## config.mk

```make
export PLATFORM = sky130hd
export DESIGN_NAME = cache_fill_arbiter_flat
export DESIGN_NICKNAME = d
export VERILOG_FILES = /design/src/rtl/cache_fill_arbiter_pkg.sv /design/src/rtl/cache_fill_arbiter_if.sv /design/src/rtl/cache_fill_arbiter_counter.sv /design/src/rtl/cache_fill_arbiter.sv /design/src/flat_wrapper.sv
export SDC_FILE = /design/constraint.sdc
export NUM_CORES = 1
export LEC_CHECK = 0
export CELL_PAD_IN_SITES_DETAIL_PLACEMENT = 1
export CELL_PAD_IN_SITES_GLOBAL_PLACEMENT = 1
export CORE_ASPECT_RATIO = 1.4
export CORE_UTILIZATION = 26
export DETAILED_ROUTE_END_ITERATION = 8
export PLACE_DENSITY = 0.87
export SLEW_MARGIN = 10
export SYNTH_ARGS = -nofsm -noshare
export SYNTH_HDL_FRONTEND = slang
export SYNTH_SLANG_ARGS = --single-unit
```

## constraint.sdc

```tcl
create_clock -name clk -period 2 [get_ports clk]
set_clock_uncertainty 0.05 [all_clocks]
set_input_delay 0.3 -clock clk [delete_from_list [all_inputs] [get_ports clk]]
set_output_delay 0.3 -clock clk [all_outputs]
set_load 0.02 [all_outputs]
```

## src/rtl/cache_fill_arbiter_pkg.sv

```systemverilog
`default_nettype none
// +----------------------------------------------------------------------+
// | cache_arb_pkg : shared types and geometry for cache_fill_arbiter      |
// | Revision      : 1.0                                                   |
// +----------------------------------------------------------------------+
package cache_arb_pkg;

  typedef enum logic [1:0] {
    IDLE   = 2'd0,
    FILL_I = 2'd1,
    FILL_D = 2'd2,
    WRITE  = 2'd3
  } arb_state_t;

  localparam int BLOCK_WORDS       = 8;
  localparam int WORD_BYTES        = 2;
  localparam int BLOCK_OFFSET_BITS = 4;
  localparam int CNT_W             = 3;
  localparam int ADDR_W            = 16;

  function automatic logic [ADDR_W-1:0] block_base(input logic [ADDR_W-1:0] addr);
    return {addr[ADDR_W-1:BLOCK_OFFSET_BITS], {BLOCK_OFFSET_BITS{1'b0}}};
  endfunction

  function automatic logic [ADDR_W-1:0] word_addr(input logic [ADDR_W-1:0] base,
                                                  input logic [CNT_W-1:0]  idx);
    return base + ADDR_W'(idx) * ADDR_W'(WORD_BYTES);
  endfunction

endpackage
`default_nettype wire

```

## src/rtl/cache_fill_arbiter_if.sv

```systemverilog
`default_nettype none
// +----------------------------------------------------------------------+
// | cache_fill_arbiter_if : cache request / fill / main-memory bundle     |
// | Optional: CACHE_FILL_PERF_CNT_EN adds fill-count outputs              |
// | Revision : 1.0                                                        |
// +----------------------------------------------------------------------+
interface cache_fill_arbiter_if;
  logic        icache_miss_detected;
  logic [15:0] icache_miss_addr;
  logic        dcache_miss_detected;
  logic [15:0] dcache_miss_addr;
  logic        dcache_write_enable;
  logic [15:0] dcache_write_addr;
  logic [15:0] dcache_write_data;
  logic [15:0] icache_fill_data;
  logic [15:0] icache_fill_addr;
  logic [15:0] dcache_fill_data;
  logic [15:0] dcache_fill_addr;
  logic        icache_write_data_array;
  logic        icache_write_tag_array;
  logic        dcache_write_data_array;
  logic        dcache_write_tag_array;
  logic        dcache_write_done;
  logic [15:0] mainmem_addr;
  logic [15:0] mainmem_write_data;
  logic        mainmem_enable;
  logic        mainmem_wr;
  logic [15:0] mainmem_read_data;
  logic        mainmem_data_valid;
  logic        stall;
`ifdef CACHE_FILL_PERF_CNT_EN
  logic [15:0] icache_fill_count;
  logic [15:0] dcache_fill_count;
`endif

  modport slave (
    input  icache_miss_detected, icache_miss_addr,
    input  dcache_miss_detected, dcache_miss_addr,
    input  dcache_write_enable, dcache_write_addr, dcache_write_data,
    input  mainmem_read_data, mainmem_data_valid,
    output icache_fill_data, icache_fill_addr, dcache_fill_data, dcache_fill_addr,
    output icache_write_data_array, icache_write_tag_array,
    output dcache_write_data_array, dcache_write_tag_array,
    output dcache_write_done,
    output mainmem_addr, mainmem_write_data, mainmem_enable, mainmem_wr,
    output stall
`ifdef CACHE_FILL_PERF_CNT_EN
    , output icache_fill_count, output dcache_fill_count
`endif
  );

  modport master (
    output icache_miss_detected, icache_miss_addr,
    output dcache_miss_detected, dcache_miss_addr,
    output dcache_write_enable, dcache_write_addr, dcache_write_data,
    output mainmem_read_data, mainmem_data_valid,
    input  icache_fill_data, icache_fill_addr, dcache_fill_data, dcache_fill_addr,
    input  icache_write_data_array, icache_write_tag_array,
    input  dcache_write_data_array, dcache_write_tag_array,
    input  dcache_write_done,
    input  mainmem_addr, mainmem_write_data, mainmem_enable, mainmem_wr,
    input  stall
`ifdef CACHE_FILL_PERF_CNT_EN
    , input icache_fill_count, input dcache_fill_count
`endif
  );
endinterface
`default_nettype wire

```

## src/rtl/cache_fill_arbiter_counter.sv

```systemverilog
`default_nettype none
// +----------------------------------------------------------------------+
// | fill_word_counter : 3-bit block word counter with terminal flag       |
// | Revision          : 1.0                                               |
// +----------------------------------------------------------------------+
module fill_word_counter
  import cache_arb_pkg::*;
(
  input  wire logic             clk,
  input  wire logic             clear,
  input  wire logic             enable,
  output logic      [CNT_W-1:0] count,
  output logic                  terminal
);

  always_ff @(posedge clk) begin
    if (clear) begin
      count <= '0;
    end else if (enable) begin
      count <= count + 1'b1;
    end
  end

  assign terminal = (count == CNT_W'(BLOCK_WORDS - 1));

endmodule
`default_nettype wire

```

## src/rtl/cache_fill_arbiter.sv

```systemverilog
`default_nettype none
// +----------------------------------------------------------------------+
// | cache_fill_arbiter : shares main memory between I/D fills and stores  |
// | Optional: CACHE_FILL_PERF_CNT_EN adds saturating fill counters        |
// | Revision : 1.0                                                        |
// +----------------------------------------------------------------------+
module cache_fill_arbiter
  import cache_arb_pkg::*;
(
  input wire logic clk,
  input wire logic rst,
  cache_fill_arbiter_if.slave bus
);

  arb_state_t              state;
  logic       [ADDR_W-1:0] base;
  logic                    issuing;
  logic                    mem_enable;
  logic                    mem_wr;
  logic       [ADDR_W-1:0] mem_addr;
  logic       [15:0]       mem_wdata;
  logic                    write_done;

  logic                    in_fill;
  logic                    issue_en;
  logic                    recv_en;
  logic       [CNT_W-1:0]  issue_cnt;
  logic       [CNT_W-1:0]  recv_cnt;
  logic                    issue_tc;
  logic                    recv_tc;
  logic                    i_strobe;
  logic                    d_strobe;

  assign in_fill  = (state == FILL_I) || (state == FILL_D);
  assign issue_en = in_fill && issuing;
  assign recv_en  = in_fill && bus.mainmem_data_valid && !rst;

  fill_word_counter u_issue_cnt (
    .clk      (clk),
    .clear    (rst),
    .enable   (issue_en),
    .count    (issue_cnt),
    .terminal (issue_tc)
  );

  fill_word_counter u_recv_cnt (
    .clk      (clk),
    .clear    (rst),
    .enable   (recv_en),
    .count    (recv_cnt),
    .terminal (recv_tc)
  );

  // Memory-port outputs are set up one edge ahead so they are registered in the state they belong to.
  always_ff @(posedge clk) begin
    if (rst) begin
      state      <= IDLE;
      base       <= '0;
      issuing    <= 1'b0;
      mem_enable <= 1'b0;
      mem_wr     <= 1'b0;
      mem_addr   <= '0;
      mem_wdata  <= '0;
      write_done <= 1'b0;
    end else begin
      mem_enable <= 1'b0;
      mem_wr     <= 1'b0;
      mem_addr   <= '0;
      mem_wdata  <= '0;
      write_done <= 1'b0;
      case (state)
        IDLE: begin
          if (bus.dcache_miss_detected) begin
            state      <= FILL_D;
            base       <= block_base(bus.dcache_miss_addr);
            issuing    <= 1'b1;
            mem_enable <= 1'b1;
            mem_addr   <= block_base(bus.dcache_miss_addr);
          end else if (bus.dcache_write_enable) begin
            state      <= WRITE;
            mem_enable <= 1'b1;
            mem_wr     <= 1'b1;
            mem_addr   <= bus.dcache_write_addr;
            mem_wdata  <= bus.dcache_write_data;
            write_done <= 1'b1;
          end else if (bus.icache_miss_detected) begin
            state      <= FILL_I;
            base       <= block_base(bus.icache_miss_addr);
            issuing    <= 1'b1;
            mem_enable <= 1'b1;
            mem_addr   <= block_base(bus.icache_miss_addr);
          end
        end
        FILL_I, FILL_D: begin
          if (issuing && !issue_tc) begin
            mem_enable <= 1'b1;
            mem_addr   <= word_addr(base, issue_cnt + 3'd1);
          end
          if (issuing && issue_tc) begin
            issuing <= 1'b0;
          end
          if (recv_en && recv_tc) begin
            state <= IDLE;
          end
        end
        default: state <= IDLE;
      endcase
    end
  end

  assign i_strobe = recv_en && (state == FILL_I);
  assign d_strobe = recv_en && (state == FILL_D);

  assign bus.icache_write_data_array = i_strobe;
  assign bus.icache_write_tag_array  = i_strobe && recv_tc;
  assign bus.icache_fill_data        = i_strobe ? bus.mainmem_read_data : '0;
  assign bus.icache_fill_addr        = i_strobe ? word_addr(base, recv_cnt) : '0;
  assign bus.dcache_write_data_array = d_strobe;
  assign bus.dcache_write_tag_array  = d_strobe && recv_tc;
  assign bus.dcache_fill_data        = d_strobe ? bus.mainmem_read_data : '0;
  assign bus.dcache_fill_addr        = d_strobe ? word_addr(base, recv_cnt) : '0;

  assign bus.mainmem_enable     = mem_enable;
  assign bus.mainmem_wr         = mem_wr;
  assign bus.mainmem_addr       = mem_addr;
  assign bus.mainmem_write_data = mem_wdata;
  assign bus.dcache_write_done  = write_done;

  assign bus.stall = (state != IDLE) || bus.icache_miss_detected || bus.dcache_miss_detected;

`ifdef CACHE_FILL_PERF_CNT_EN
  logic [15:0] icache_fill_total;
  logic [15:0] dcache_fill_total;

  always_ff @(posedge clk) begin
    if (rst) begin
      icache_fill_total <= '0;
      dcache_fill_total <= '0;
    end else begin
      if (bus.icache_write_tag_array && (icache_fill_total != 16'hFFFF)) begin
        icache_fill_total <= icache_fill_total + 16'd1;
      end
      if (bus.dcache_write_tag_array && (dcache_fill_total != 16'hFFFF)) begin
        dcache_fill_total <= dcache_fill_total + 16'd1;
      end
    end
  end

  assign bus.icache_fill_count = icache_fill_total;
  assign bus.dcache_fill_count = dcache_fill_total;
`endif

endmodule
`default_nettype wire

```

## src/flat_wrapper.sv

```systemverilog
// flat-port wrapper written by rule: the top's interface ports become plain ports
module cache_fill_arbiter_flat import cache_arb_pkg::*;
  (clk, rst, bus_icache_miss_detected, bus_icache_miss_addr, bus_dcache_miss_detected, bus_dcache_miss_addr, bus_dcache_write_enable, bus_dcache_write_addr, bus_dcache_write_data, bus_mainmem_read_data, bus_mainmem_data_valid, bus_icache_fill_data, bus_icache_fill_addr, bus_dcache_fill_data, bus_dcache_fill_addr, bus_icache_write_data_array, bus_icache_write_tag_array, bus_dcache_write_data_array, bus_dcache_write_tag_array, bus_dcache_write_done, bus_mainmem_addr, bus_mainmem_write_data, bus_mainmem_enable, bus_mainmem_wr, bus_stall);
  cache_fill_arbiter_if bus_i ();
  input wire logic clk;
  input wire logic rst;
  input wire logic [$bits(bus_i.icache_miss_detected)-1:0] bus_icache_miss_detected;
  input wire logic [$bits(bus_i.icache_miss_addr)-1:0] bus_icache_miss_addr;
  input wire logic [$bits(bus_i.dcache_miss_detected)-1:0] bus_dcache_miss_detected;
  input wire logic [$bits(bus_i.dcache_miss_addr)-1:0] bus_dcache_miss_addr;
  input wire logic [$bits(bus_i.dcache_write_enable)-1:0] bus_dcache_write_enable;
  input wire logic [$bits(bus_i.dcache_write_addr)-1:0] bus_dcache_write_addr;
  input wire logic [$bits(bus_i.dcache_write_data)-1:0] bus_dcache_write_data;
  input wire logic [$bits(bus_i.mainmem_read_data)-1:0] bus_mainmem_read_data;
  input wire logic [$bits(bus_i.mainmem_data_valid)-1:0] bus_mainmem_data_valid;
  output wire logic [$bits(bus_i.icache_fill_data)-1:0] bus_icache_fill_data;
  output wire logic [$bits(bus_i.icache_fill_addr)-1:0] bus_icache_fill_addr;
  output wire logic [$bits(bus_i.dcache_fill_data)-1:0] bus_dcache_fill_data;
  output wire logic [$bits(bus_i.dcache_fill_addr)-1:0] bus_dcache_fill_addr;
  output wire logic [$bits(bus_i.icache_write_data_array)-1:0] bus_icache_write_data_array;
  output wire logic [$bits(bus_i.icache_write_tag_array)-1:0] bus_icache_write_tag_array;
  output wire logic [$bits(bus_i.dcache_write_data_array)-1:0] bus_dcache_write_data_array;
  output wire logic [$bits(bus_i.dcache_write_tag_array)-1:0] bus_dcache_write_tag_array;
  output wire logic [$bits(bus_i.dcache_write_done)-1:0] bus_dcache_write_done;
  output wire logic [$bits(bus_i.mainmem_addr)-1:0] bus_mainmem_addr;
  output wire logic [$bits(bus_i.mainmem_write_data)-1:0] bus_mainmem_write_data;
  output wire logic [$bits(bus_i.mainmem_enable)-1:0] bus_mainmem_enable;
  output wire logic [$bits(bus_i.mainmem_wr)-1:0] bus_mainmem_wr;
  output wire logic [$bits(bus_i.stall)-1:0] bus_stall;
  assign bus_i.icache_miss_detected = bus_icache_miss_detected;
  assign bus_i.icache_miss_addr = bus_icache_miss_addr;
  assign bus_i.dcache_miss_detected = bus_dcache_miss_detected;
  assign bus_i.dcache_miss_addr = bus_dcache_miss_addr;
  assign bus_i.dcache_write_enable = bus_dcache_write_enable;
  assign bus_i.dcache_write_addr = bus_dcache_write_addr;
  assign bus_i.dcache_write_data = bus_dcache_write_data;
  assign bus_i.mainmem_read_data = bus_mainmem_read_data;
  assign bus_i.mainmem_data_valid = bus_mainmem_data_valid;
  assign bus_icache_fill_data = bus_i.icache_fill_data;
  assign bus_icache_fill_addr = bus_i.icache_fill_addr;
  assign bus_dcache_fill_data = bus_i.dcache_fill_data;
  assign bus_dcache_fill_addr = bus_i.dcache_fill_addr;
  assign bus_icache_write_data_array = bus_i.icache_write_data_array;
  assign bus_icache_write_tag_array = bus_i.icache_write_tag_array;
  assign bus_dcache_write_data_array = bus_i.dcache_write_data_array;
  assign bus_dcache_write_tag_array = bus_i.dcache_write_tag_array;
  assign bus_dcache_write_done = bus_i.dcache_write_done;
  assign bus_mainmem_addr = bus_i.mainmem_addr;
  assign bus_mainmem_write_data = bus_i.mainmem_write_data;
  assign bus_mainmem_enable = bus_i.mainmem_enable;
  assign bus_mainmem_wr = bus_i.mainmem_wr;
  assign bus_stall = bus_i.stall;
  cache_fill_arbiter u_core (.clk(clk), .rst(rst), .bus(bus_i));
endmodule
```

==> out/qor.csv, run 1 <==
metric,value,unit
dr_total_vias,3276,
synth_top_cell_area_share,36.5,%
fmax,0.490,GHz
htree_num_levels,2,
fin_crit,2040,ps
io_buffers,179,
root_buffer,clkbuf_16,
cts_buffer_depth,2,
setup_tns,-382,ps
muxShareOfSynthArea,4.85,%
hold_viol_final,0,
drt_iter0_drc,83,
rsz0062_at_grt,true,
rr_startpoint,u_core.state[0]$_SDFFE_PP0P_,
stdcell_area,0.00563,mm^2
drc,0,
grt_max_degree,28,
r2r_slack,260,ps
first_pass_iters,4,
fin_util,49.7,%
cp-start-kind,input pin,
grtUsageMet2,39.5,%
place_area,0.00507,mm^2
critPathLaunch,rst,
grt_pass1_vias,3550,
routed_wl,12.2,mm
rows,46,
yosysUniqueCellTypes,38,
failed_checks,negative setup slack,
coreArea,0.0113,mm^2
arrival,1690,ps
hold_start,u_core.u_issue_cnt.count[2]$_SDFFE_PP0P_,
synthTopCellsByArea,"dfxtp_1 (36%), and2_1 (16%), a211oi_1 (6.2%), mux2_2 (4.8%), and3b_1 (3.8%)",
ios,190,
cts_tree,done,
pre_cts_ws,-509,ps
num_antenna_cells,0,
synth_top_family_by_area,simple AND/OR/NAND/NOR gates,
nNetsFinal,627,
yosys.area_share.simple,28.5,%
layout-drive-gt1-share,35.6,%
fp.dieW,93.1,um
holdCritPathClass,reg -> reg,
grt_pass1_wl,18.4,mm
tightest_slew,587,ps
cap_violations,0,
synthesis.area,0.00302,mm^2
ant_nets,0,
gp_congestion,0.872,
antenna_found_initial,0,
setup_viol,15,
n_fill_cell,1270,
grt.busiest_layer,met2,
syn-mean-instance-area,8.75,um^2
yosys.area.top_type,dfxtp_1,
synth-xor-area-share,0.580,%
ys_warn_count,0,
wire_per_inst,18.0,um
path_clk_slew,70,ps
fin_crit_sh,102,%
crit_type,in -> out,
drv_slew,0,
yosysSeqAreaShare,36.5,%
grt.total_usage,19.9,%
clk_latency,290,ps
p_leak,2.42,nW
regArea,0.00110,mm^2
numClockSinks,55,
powerDensity,822,mW/mm^2
floorplan.initialDensity,26.6,%
met1_usage,19.8,%
cp.required,1650,ps
synth_cells,345,
die-area,0.0121,mm^2
use_met3,4.34,%
cts_buffers,5,
ys_ff_latch,55,
relSlewSlack,60.9,%
syn2layout_area_growth,86.5,%
synth_compound_area_share,17.9,%
status,"complete, but fails checks",
synth_fa_ha_area_share,3.31,%
crit_path_end_kind,output pin,
overflow,0,
dieHeight,130,um
routed_via_density,4.83,
vdd_drop_max,480,uV
multi_input_area,0.00187,mm^2
cp_max_fo,7,
dpl.hpwl,8.89,mm
finalWorstSetupSlack,-38.7,ps
## cell type report
type | count | area share, %
well taps | 144 | 3.20
multi-input cells | 242 | 33.1
flip-flops and latches | 55 | 19.6
repair buffers | 212 | 39.9
inverters | 17 | 1.13
clock inverters | 2 | 0.622
clock buffers | 6 | 2.47
## synth_stat cells (all sizes together)
cell,number
nand3b,2
a21o,13
and3,3
o41ai,1
and2,78
xor2,1
o221ai,12
clkbuf,10
a211oi,25
conb,1
mux2,13
xnor2,1
ha,8
or2,1
and3b,14
dfxtp,55
a22oi,4
nand2,20
a21oi,18
a21boi,1
and2b,1
nor3,1
and4,2
nor2,9
inv,17
nand2b,2
buf,22
o21ai,2
nor2b,4
nand3,4
## flip-flops by register name, summed over array words and instances (netlist names)
register and count:
u_core.bus.mainmem_write_data 16, u_core.issuing 1, u_core.state 2, u_core.u_recv_cnt.count 3, u_core.bus.mainmem_addr 16, u_core.bus.dcache_write_done 1
u_core.u_issue_cnt.count 3, u_core.bus.mainmem_enable 1, u_core.base 12
## cells in the final DEF (no fill, tap or decap), types with 2 or more instances in the layout
cell and n:
and3_4 2, buf_12 6, clkdlybuf4s15_2 2, conb_1 2, nor2_1 9, clkdlybuf4s50_1 111, nor2b_1 2, clkbuf_16 6
buf_4 24, ha_4 3, mux2_2 13, and2_4 56, inv_2 2, buf_2 2, ha_1 5, a21oi_1 18
nand3b_1 2, nand2_1 20, buf_16 3, o221ai_1 12, and3b_1 13, inv_1 15, dfxtp_2 2, nand3_1 4
a21o_1 13, a211oi_1 25, a22oi_1 4, buf_6 59, and4_1 2, and2_1 22, dfxtp_1 53, nor2b_4 2
clkbuf_2 2
## worst paths after layout
check / to / cells past startpoint
worst max-delay path: bus_dcache_fill_data[6] / 7
worst max register to register: u_core.bus.mainmem_addr[14]$_SDFF_PP0_ / 7
worst min-delay path: u_core.u_issue_cnt.count[2]$_SDFFE_PP0P_ / 2
worst min register to register: u_core.u_issue_cnt.count[2]$_SDFFE_PP0P_ / 2
## worst max-delay path: stages
cell	delay [ps]
clkdlybuf4s50_1	480
nor2b_4	170
and3_4	240
buf_12	120
buf_16	120
and2_4	140
buf_6	110
## metrics by stage
stage / hold WS, ps / instances / power, mW
floorplan: 372 / 346 / 2.55
global placement: 396 / 664 / 3.36
detailed placement: 419 / 664 / 3.45
CTS: 429 / 676 / 4.62
global route: 448 / 678 / 4.91
finish: 427 / 678 / 4.63
## per-layer routing
| layer | routed length, um | vias to the layer above |
|---|---|---|
| met2 | 6900 | 120 |
| met1 | 4260 | 1588 |
| met4 | 392 | 0 |
| met3 | 627 | 22 |
| li1 | - | 1546 |
| met5 | 0 | - |
## report_power, final
part / total [mW] / internal (mW) / leakage, nW / switching [mW]
clock: 1.03 / 0.624 / 0.0868 / 0.406
combinational: 2.07 / 0.995 / 1.88 / 1.07
sequential: 1.53 / 1.35 / 0.452 / 0.188
## what timing repair did
item | CTS | global route
endpoints found under the setup margin | 67 | 66
hold buffers | 0 | 0
cloned | 3 | 1
setup buffers | 1 | 1
pin swaps | 11 | 10
resized for setup | 365 | 87
## logic make-up after synthesis
logic type / count (synthesis)
compound gates: 76
xor+xnor: 2
fa+ha+maj: 8
buf+inv: 49
flops: 55
mux: 13
other cells: 1
simple gates: 141
(Power assumes the default switching activity.)
==> inputs of run 2 (changes only) <==
- CAP_MARGIN: unset -> 15
- CORE_UTILIZATION: 26 -> 28
- PLACE_DENSITY: 0.87 -> 0.92
- clock period: 2 -> 2.65 ns (I/O delays scaled with it)
==> out/qor.csv, run 2 (synthesis gave the netlist of run 1 again) <==
metric,value,unit,change
cts_buffers,5,,unchanged
vdd_drop_max,376,uV,-22%
dpl.hpwl,8.93,mm,+0.44%
relSlewSlack,49.6,%,-11 points
overflow,0,,unchanged
num_antenna_cells,0,,unchanged
die-area,0.0112,mm^2,-7.0%
antenna_found_initial,0,,unchanged
ios,190,,unchanged
r2r_slack,540,ps,+280 ps
clk_latency,300,ps,about the same
drt_iter0_drc,134,,+61%
wire_per_inst,17.9,um,-0.59%
grt.total_usage,20.7,%,+0.80 points
cts_buffer_depth,2,,unchanged
crit_type,reg -> out,,
r2r-end,u_core.bus.mainmem_addr[14]$_SDFF_PP0_,,
rr_startpoint,u_core.state[1]$_SDFFE_PP0P_,,
dieHeight,125,um,-3.6%
nNetsFinal,604,,-3.7%
cts_hold_buf,0,,unchanged
ant_nets,0,,unchanged
routed_via_density,4.84,,about the same
drv_slew,0,,unchanged
gp_congestion,0.822,,-5.7%
fmax,0.400,GHz,
cap_violations,0,,unchanged
fin_crit,2500,ps,
grt_pass1_vias,3457,,-2.6%
cp_max_fo,32,,+25
dp_cells,641,,-3.5%
hold_start,u_core.base[10]$_SDFFE_PP0P_,,
coreArea,0.0105,mm^2,-7.7%
reg2reg_depth,6,,-1
n_fill_cell,1262,,-0.63%
final_common_cell,clkdlybuf4s50_1,,
dr_total_vias,3138,,-4.2%
holdCritPathClass,reg -> reg,,
hold_depth,2,,unchanged
regArea,0.00110,mm^2,-0.23%
pre_cts_ws,-52.2,ps,+456 ps
tightest_slew,755,ps,+169 ps
layout-drive-gt1-share,7.24,%,-28 points
grt_max_degree,33,,+18%
final_cell_mix,"clkdlybuf4s50_1 (115), and2_1 (78), dlygate4sd2_1 (62), dfxtp_1 (55), a211oi_1 (25)",,
arrival,2050,ps,+360 ps
finalPower,3.16,mW,-32%
fp.dieW,89.8,um,-3.6%
rsz0062_at_grt,false,,
path_clk_slew,80,ps,about the same
cp.required,2200,ps,+550 ps
grt_pass1_wl,18.4,mm,-0.37%
postCtsSetupRepairBufs,0,,-1
drc,0,,unchanged
p_leak,2.31,nW,-4.6%
cts_tree,done,,
hold_viol_final,0,,unchanged
numClockSinks,55,,unchanged
stdcell_count,649,,-4.3%
multi_input_area,0.00168,mm^2,-10%
io_buffers,179,,unchanged
crit_path_end_kind,output pin,,
finalWorstSetupSlack,152,ps,+191 ps
setup_viol,0,,-15
floorplan.initialDensity,28.9,%,+2.2 points
min_to,u_core.base[10]$_SDFFE_PP0P_,,
status,finished clean,,
rows,44,,-4.3%
routed_wl,11.6,mm,-4.8%
first_pass_iters,4,,unchanged
cts-resized-gates,64,,-82%
root_buffer,clkbuf_16,,
syn2layout_area_growth,64.9,%,
htree_num_levels,2,,unchanged
fin_crit_sh,94.2,%,
cp-start-kind,flop,,
powerDensity,633,mW/mm^2,-23%
-- run 2: cell count changes in the layout (fill, tap and decap cells not counted), sizes merged --
cell           previous run  this run
buf                      94        10
inv                      17        19
clkdlybuf4s50           111       115
clkdlybuf4s15             2         1
dlygate4sd2               1        62
bufinv                    1         0
clkbuf                    9         5
-- run 2: worst max-delay path by stage --
| stage | from | to | slack, ps | cells past startpoint |
|---|---|---|---|---|
| after detailed placement | bus_mainmem_data_valid | bus_icache_fill_addr[8] | -50 | 6 |
| final | u_core.state[1]$_SDFFE_PP0P_ | bus_icache_fill_data[1] | 150 | 6 |
| after floorplan | u_core.state[0]$_SDFFE_PP0P_ | bus_dcache_fill_data[10] | 770 | 5 |
| after global placement | bus_mainmem_data_valid | bus_icache_fill_data[11] | 20 | 6 |
| after CTS | u_core.state[1]$_SDFFE_PP0P_ | bus_dcache_write_data_array | 10 | 5 |
| after global routing | u_core.state[1]$_SDFFE_PP0P_ | bus_dcache_fill_data[1] | 10 | 6 |
-- run 2: layout make-up --
cell class / instances / share of cell area [%]
timing repair buffer: 189 / 36.5
clock inverter: 3 / 0.528
sequential: 55 / 22.1
tap: 138 / 3.47
inverter: 17 / 1.28
multi-input combinational: 242 / 33.6
clock buffer: 5 / 2.51
-- run 2: report_power, final --
part           switching [mW]  internal (mW)
clock network           0.323          0.360
logic                   0.719          0.593
registers               0.147           1.01
total                    1.19           1.97
-- run 2: worst max-delay path, stage by stage (launching register included) --
cell           delay, ps
dfxtp_1              370
inv_1                 90
ha_2                 390
and3_1               230
buf_12               180
and2_1               150
dlygate4sd2_1        340
-- run 2: stage by stage --
step                      utilization (%)  hold WS (ps)  cell area, um^2  setup TNS, ps
after floorplan                         -           390             3020              0
after global placement               46.9           397             4900              0
after detailed placement             46.9           429             4900           -527
after CTS                            47.6           439             4980              0
after global routing                 47.6           457             4980              0
final                                47.6           442             4980              0
-- run 2: metal layers --
layer,wire (um),track usage (%)
met4,300,7.71
met3,638,5.07
met2,6540,41.2
met5,0,0
met1,4100,20.2
==> inputs of run 3 (changes only) <==
- GPL_TIMING_DRIVEN: unset -> 0
- SLEW_MARGIN: 10 -> 20
==> out/qor.csv, run 3 (synthesis gave the netlist of run 1 again) <==
metric,value,unit,change
floorplan.initialDensity,28.9,%,unchanged
grtUsageMet2,43.0,%,+1.8 points
pre_cts_ws,-316,ps,-264 ps
ios,190,,unchanged
die-area,0.0112,mm^2,unchanged
regArea,0.00110,mm^2,unchanged
crit_path_end_kind,output pin,,
crit_path_frequent_cell,clkdlybuf4s50_1,,
postCtsSetupRepairBufs,0,,unchanged
use_met3,5.43,%,+0.37 points
finalWorstSetupSlack,77.5,ps,-75.0 ps
max_stage_delay,680,ps,+290 ps
final_common_cell,clkdlybuf4s50_1,,
final_cell_mix,"clkdlybuf4s50_1 (112), and2_1 (78), dfxtp_1 (55), clkdlybuf4s15_1 (30), a211oi_1 (25)",,
drv_slew,0,,unchanged
num_antenna_cells,0,,unchanged
n_fill_cell,1251,,-0.87%
rr_startpoint,u_core.state[0]$_SDFFE_PP0P_,,
crit_type,in -> out,,
arrival,2130,ps,+80 ps
powerDensity,645,mW/mm^2,+1.8%
fin_crit,2570,ps,+75.0 ps
crit_path_top_delay_cell,clkdlybuf4s50_1,,
cts_hold_buf,0,,unchanged
grt.busiest_layer,met2,,
cp-start-kind,input pin,,
fmax,0.389,GHz,-2.9%
overflow,0,,unchanged
crit_chain,clkdlybuf4s50_1 -> clkbuf_2 -> nand2b_1 -> clkdlybuf4s50_1,,
grt_pass1_vias,3613,,+4.5%
nNetsFinal,625,,+3.5%
cts_buffers,5,,unchanged
htree_num_levels,2,,unchanged
dieHeight,125,um,unchanged
cp_num_buf_inv,3,,unchanged
relSlewSlack,64.6,%,+15 points
fin_util,48.4,%,+0.83 points
antenna_found_initial,0,,unchanged
stdcell_area,0.00507,mm^2,+1.7%
cts_buffer_depth,2,,unchanged
status,finished clean,,
io_buffers,178,,-0.56%
first_pass_iters,4,,unchanged
syn2layout_area_growth,67.8,%,
layout-drive-gt1-share,13.3,%,+6.1 points
path_clk_slew,70,ps,about the same
routed_via_density,4.86,,+0.60%
place_area,0.00498,mm^2,+1.6%
hold_viol_final,0,,unchanged
coreArea,0.0105,mm^2,unchanged
grt.total_usage,21.6,%,+0.86 points
ant_nets,0,,unchanged
gp_congestion,0.829,,+0.94%
dr_total_vias,3259,,+3.9%
cp.required,2200,ps,about the same
multi_input_area,0.00168,mm^2,+0.15%
dpl.hpwl,9.89,mm,+11%
holdCritPathClass,reg -> reg,,
p_leak,2.27,nW,-1.9%
rows,44,,unchanged
grt_max_degree,18,,-45%
cp_max_fo,10,,-69%
hold_depth,2,,unchanged
r2r_slack,840,ps,+300 ps
fin_crit_sh,97.1,%,+2.8 points
fp.dieW,89.8,um,unchanged
met1_usage,20.6,%,+0.37 points
numClockSinks,55,,unchanged
wire_per_inst,18.0,um,+0.55%
root_buffer,clkbuf_16,,
grt_pass1_wl,19.0,mm,+3.3%
timing.hold.ws,420,ps,-21.1 ps
clk_latency,300,ps,about the same
finalPower,3.27,mW,+3.6%
setup_viol,0,,unchanged
r2r-end,u_core.bus.mainmem_addr[15]$_SDFF_PP0_,,
crit_family,buffers and inverters,,
drc,0,,unchanged
reg2reg_depth,7,,+1
cap_violations,0,,unchanged
cts_tree,done,,
tightest_slew,531,ps,-225 ps
routed_wl,12.0,mm,+3.8%
hold_start,u_core.u_issue_cnt.count[1]$_SDFFE_PP0P_,,
drt_iter0_drc,84,,-37%
vdd_drop_max,301,uV,-20%
min_to,u_core.u_issue_cnt.count[1]$_SDFFE_PP0P_,,
[run 3: cell types whose count changed in the layout (fill, tap and decap cells not counted), moves of 2 or more]
cell / change
clkdlybuf4s15_1: +29
clkbuf_4: +2
clkbuf_1: +4
and3_1: -2
buf_12: -2
dlygate4sd2_1: -42
and3_2: +2
buf_4: +2
clkbuf_2: +16
buf_2: +13
inv_6: -2
clkdlybuf4s50_1: -3
[run 3: tightest hold or removal path: cells and delay by family (launching register included)]
family	cells	cell delay (ps)
simple gates	1	50
flops	1	320
compound gates	1	50
[run 3: worst max-delay path by stage]
stage	slack (ps)	from	cells past startpoint	endpoint
after floorplan	770	u_core.state[0]$_SDFFE_PP0P_	5	bus_dcache_fill_data[10]
after global placement	-240	bus_mainmem_data_valid	6	bus_dcache_fill_addr[1]
after detailed placement	-320	bus_mainmem_data_valid	6	bus_dcache_fill_addr[1]
after CTS	2	bus_mainmem_data_valid	6	bus_dcache_fill_addr[1]
after global routing	-0.2	bus_mainmem_data_valid	6	bus_icache_fill_addr[11]
final	80	bus_icache_miss_detected	4	bus_stall
[run 3: layer usage]
metal / vias to the layer above / share of wire, %
li1: 1544 / -
met1: 1564 / 35
met2: 122 / 57
met3: 29 / 5.5
met4: 0 / 3.1
met5: - / 0
[run 3: area by class of cell]
class                      instances  area share (%)
timing repair buffer             178            33.4
multi-input combinational        242            33.1
sequential                        55            21.7
buffer                            32            3.78
tap                              138            3.41
clock buffer                       5            2.47
inverter                          17            1.26
clock inverter                     3           0.864
[run 3: what timing repair did]
action	CTS	global route
gates cloned	0	0
endpoints found under the setup margin	66	55
resized for setup	68	65
endpoints found under the hold margin	0	0
[run 3: stage by stage]
step,setup TNS [ps],std cells
finish,0,670
global route,-0.294,670
CTS,0,670
detailed placement,-15670,662
global placement,-10210,662
floorplan,0,346
[run 3: report_power, final]
| group | leakage (nW) | internal (mW) | switching (mW) |
|---|---|---|---|
| combinational | 1.73 | 0.625 | 0.746 |
| clock | 0.0838 | 0.446 | 0.304 |
| sequential | 0.451 | 1.01 | 0.134 |
| total | 2.27 | 2.08 | 1.18 |
